**config.mk**
```make
export PLATFORM = sky130hd
export DESIGN_NAME = ram_string_sender
export DESIGN_NICKNAME = d
export VERILOG_FILES = /design/src/rtl/ram_string_sender.sv
export SDC_FILE = /design/constraint.sdc
export NUM_CORES = 1
export LEC_CHECK = 0
export CAP_MARGIN = 10
export CORE_UTILIZATION = 45
export DETAILED_ROUTE_END_ITERATION = 8
export MAX_ROUTING_LAYER = met4
export PLACE_DENSITY_LB_ADDON = 0.05
export SLEW_MARGIN = 5
export SYNTH_ARGS = -nofsm -noshare
export SYNTH_HDL_FRONTEND = slang
export SYNTH_SLANG_ARGS = --single-unit
```
**constraint.sdc**
```tcl
create_clock -name clock -period 1.6 [get_ports clock]
set_input_delay 0.16 -clock clock [delete_from_list [all_inputs] [get_ports clock]]
set_output_delay 0.16 -clock clock [all_outputs]
set_load 0.005 [all_outputs]
```
**src/rtl/ram_string_sender.sv**
```systemverilog
// Walks the message RAM from address 0 and streams each character to the UART until a NUL or the last location.
// Latency: 2 cycles per character minimum; tx_valid/tx_data hold stable and the walk stalls while tx_ready is low.
`timescale 1ns/1ps
module ram_string_sender #(
  parameter int DataWidth  = 7,
  parameter int AddrWidth  = 6,
  parameter int MemorySize = 43,
  parameter int TxWidth    = 8
) (
  input  logic                 clock,
  input  logic                 reset,
  input  logic                 start,
  input  logic [DataWidth-1:0] ram_dout,
  output logic [AddrWidth-1:0] ram_address,
  output logic                 ram_writeOrread,
  output logic [TxWidth-1:0]   tx_data,
  output logic                 tx_valid,
  input  logic                 tx_ready,
  output logic                 busy,
  output logic                 done
);

  localparam int PadWidth = TxWidth - DataWidth;
  localparam logic [AddrWidth-1:0] LastAddr = AddrWidth'(MemorySize - 1);

  typedef enum logic [1:0] {
    IDLE,
    FETCH,
    SEND,
    DONE
  } state_t;

  state_t               state_q, state_d;
  logic [AddrWidth-1:0] addr_d;
  logic [DataWidth-1:0] char_q, char_d;
  logic [TxWidth-1:0]   tx_data_d;
  logic                 tx_valid_d;
  logic                 busy_d;
  logic                 done_d;
  logic                 handshake;

  assign ram_writeOrread = 1'b0;
  assign handshake       = tx_valid && tx_ready;

  always_ff @(posedge clock or negedge reset) begin
    if (!reset) begin
      state_q     <= IDLE;
      ram_address <= '0;
      char_q      <= '0;
      tx_data     <= '0;
      tx_valid    <= 1'b0;
      busy        <= 1'b0;
      done        <= 1'b0;
    end else begin
      state_q     <= state_d;
      ram_address <= addr_d;
      char_q      <= char_d;
      tx_data     <= tx_data_d;
      tx_valid    <= tx_valid_d;
      busy        <= busy_d;
      done        <= done_d;
    end
  end

  always_comb begin
    state_d    = state_q;
    addr_d     = ram_address;
    char_d     = char_q;
    tx_data_d  = tx_data;
    tx_valid_d = tx_valid;
    busy_d     = busy;
    done_d     = 1'b0;

    case (state_q)
      IDLE: begin
        busy_d     = 1'b0;
        tx_valid_d = 1'b0;
        if (start) begin
          state_d = FETCH;
          addr_d  = '0;
          busy_d  = 1'b1;
        end
      end

      FETCH: begin
        char_d = ram_dout;
        if (ram_dout == '0) begin
          // A NUL terminates the message and is never offered to the UART.
          state_d = DONE;
          done_d  = 1'b1;
        end else begin
          tx_data_d  = {{PadWidth{1'b0}}, ram_dout};
          tx_valid_d = 1'b1;
          state_d    = SEND;
        end
      end

      SEND: begin
        tx_valid_d = 1'b1;
        tx_data_d  = {{PadWidth{1'b0}}, char_q};
        if (handshake) begin
          tx_valid_d = 1'b0;
          // The last location ends the message rather than wrapping to address 0.
          if (ram_address == LastAddr) begin
            state_d = DONE;
            done_d  = 1'b1;
          end else begin
            addr_d  = ram_address + AddrWidth'(1);
            state_d = FETCH;
          end
        end
      end

      DONE: begin
        state_d = IDLE;
        busy_d  = 1'b0;
      end

      default: begin
        state_d    = IDLE;
        tx_valid_d = 1'b0;
        busy_d     = 1'b0;
      end
    endcase
  end

endmodule

```
==> impl_metrics.json <==
{
  "clkSlewWorstSetupHoldPaths_ps": 140,
  "fp.coreArea_um2": 2780,
  "cts_tree": "built",
  "dpl_cell_area_um2": 1730,
  "synth_top_cell_by_area": "dfrtp_1",
  "final_cell_area_um2": 1870,
  "period_share_pct": 102,
  "routedWlPerCell_um": 15.1,
  "drive_above_1_share_pct": 29.2,
  "yosysSeqAreaShare_pct": 46.7,
  "die_w_um": 56.5,
  "grt_usage_pct": 20.8,
  "ant_nets": 0,
  "critPathMaxFanout": 5,
  "start_kind": "register",
  "fmax_mhz": 615,
  "reg2reg_depth": 6,
  "ir_drop_mv": 1.38,
  "ys_top_cells_by_area": "dfrtp_1, mux2i_1, ha_1",
  "htree_levels": 1,
  "clk_latency_ps": 320,
  "gp_congestion": 0.780,
  "multi_input_area_um2": 716,
  "slew_viol_final": 0,
  "period_needed_ps": 1630,
  "wl_met3_um": 114,
  "drv_cap": 0,
  "wl_met2_um": 1550,
  "finalSetupViolCount": 2,
  "finalWorstSetupSlack_ps": -25.0,
  "synth_warnings": 0,
  "dr.pass1.iters": 4,
  "p_total_uw": 3440,
  "run_status": "finished, violations left",
  "p_leak_uw": 0.000813,
  "r2r_start": "state_q[1]$_DFFE_PN0P_",
  "io_buffers": 26,
  "yosysTopAreaCellShare_pct": 46.7,
  "synth_edf_count": 0,
  "synthArstFlopShare_pct": 100,
  "crit_type": "register to register",
  "rsz0062_at_grt": "true",
  "grt_pass1_vias": 1140,
  "grt_max_degree": 26,
  "synth_area_per_cell_um2": 10.9,
  "grt-ovfl-total": 0,
  "synthFlopType": "dfrtp_1",
  "dp_slack_ps": -65.3,
  "highest-signal-layer": "met4",
  "cp-end-kind": "register",
  "required_ps": 1810,
  "drt_iter0_drc": 21,
  "antenna_found_initial": 0,
  "hpwl_um": 2070,
  "viasPerCell": 5.43,
  "worstPathArrival_ps": 1840,
  "nNetsFinal": 190,
  "route.detailed.drc": 0,
  "final-seq-area_um2": 626,
  "netlist-cell-type-count": 39,
  "dieHeight_um": 56.5,
  "io_pins": 29,
  "skew_ps": 4.73,
  "wl_met1_um": 1310,
  "cts_num_sinks": 25,
  "r2r_slack_ps": -30,
  "wl_um": 3040,
  "hold_viol": 0,
  "die_area_um2": 3200,
  "r2r_end": "ram_address[2]$_DFFE_PN0P_",
  "ctsHoldBuffers": 0,
  "ctsRootBufferMaster": "clkbuf_4",
  "clk_path_buf_depth": 2,
  "ys_ff_latch": 25,
  "syn-cell-area_um2": 1340,
  "grt_pass1_wl_um": 5050,
  "fillCellCount": 235,
  "violations": "setup timing",
  "postSynthCellCount": 123,
  "synthToLayoutAreaGrowth_pct": 39.9,
  "layout_common_cells": "clkdlybuf4s50_1, dfrtp_1, buf_4, nor2_1, mux2i_1",
  "vias": 1097,
  "antennaDiodeCount": 0,
  "initial_core_util_pct": 48.1,
  "power.density_nw_per_um2": 1840,
  "numCtsBuffers": 3,
  "layout_commonest_cell": "clkdlybuf4s50_1",
  "hold_class": "primary input to async pin",
  "row_count": 19
}
## stage by stage
stage          setup TNS, ps  cells  hold WS, ps  util (%)
5_1_grt                 -724    202          223      67.3
3_5_place_dp            -474    192          472      62.0
3_3_place_gp           -56.3    192          467      62.0
6_report               -31.5    202          194      67.3
4_1_cts                    0    201          192      65.1
2_1_floorplan              0    124         -136         -
## synthesized netlist by cell type (2+ instances only)
library cell  count
nor4_1            2
ha_1              7
dfrtp_1          25
inv_1             5
and2_1            2
nand2_1           5
buf_4             4
nor2b_1           2
nor2_1           12
a21oi_1           7
mux2i_1           9
o21ai_0           4
nand3_1           6
a31oi_1           2
mux2_2            7
## layer usage
layer	global-route usage (%)	up-vias
li1	-	528
met1	24.9	528
met2	35.6	33
met3	2.76	8
met4	7.67	0
met5	-	-
## area by class of cell
class,count,share of cell area (%)
timing repair buffer,49,23.9
tap,31,2.07
inverter,5,1.00
clock buffer,4,1.40
multi-input combinational,88,38.2
sequential,25,33.4
## worst max-delay path by stage
stage,start,endpoint,slack [ps],cells past startpoint
2_1_floorplan,state_q[0]$_DFFE_PN0P_,ram_address[3]$_DFFE_PN0P_,10,6
3_3_place_gp,ram_dout[2],tx_data[5]$_DFFE_PN0P_,-10,7
3_5_place_dp,state_q[1]$_DFFE_PN0P_,ram_address[1]$_DFFE_PN0P_,-70,6
4_1_cts,state_q[1]$_DFFE_PN0P_,ram_address[1]$_DFFE_PN0P_,7,6
5_1_grt,state_q[0]$_DFFE_PN0P_,tx_data[5]$_DFFE_PN0P_,-90,8
6_report,state_q[1]$_DFFE_PN0P_,ram_address[2]$_DFFE_PN0P_,-30,6
## timing repair
action,CTS,global route
setup endpoints to repair,13,17
pin swaps,2,2
gates resized for setup,6,16
gates cloned,0,1
setup buffers,5,0
## registers in the layout, summed over array words and instances, names as in the netlist
name and cells:
tx_data 7, state_q 2, tx_valid 1, ram_address 6, busy 1, char_q 7
done 1
## cell families after synthesis
family                   count (synthesis)  synth area share [%]
AND/OR/NAND/NOR                         39                  15.8
flip-flops                              25                  46.7
AO/OA/AOI/OAI                           24                  13.2
multiplexers                            16                  12.6
buffers and inverters                   11                  4.86
adder cells (fa/ha/maj)                  7                  6.54
other                                    1                 0.280
## critical path, stage by stage, from the launching register on
cell and delay, ps:
dfrtp_1 430, buf_6 140, ha_4 170, a21boi_4 160, or3_4 370, a32oi_1 160, o21ai_1 80
## power breakdown
group          total (uW)  leakage [uW]  switching (uW)  internal (uW)
registers            1070      0.000305             159            909
clock network         288     0.0000150             191           97.5
logic                2080      0.000492             918           1160
Note: power is estimated with default switching activity, not from simulation.
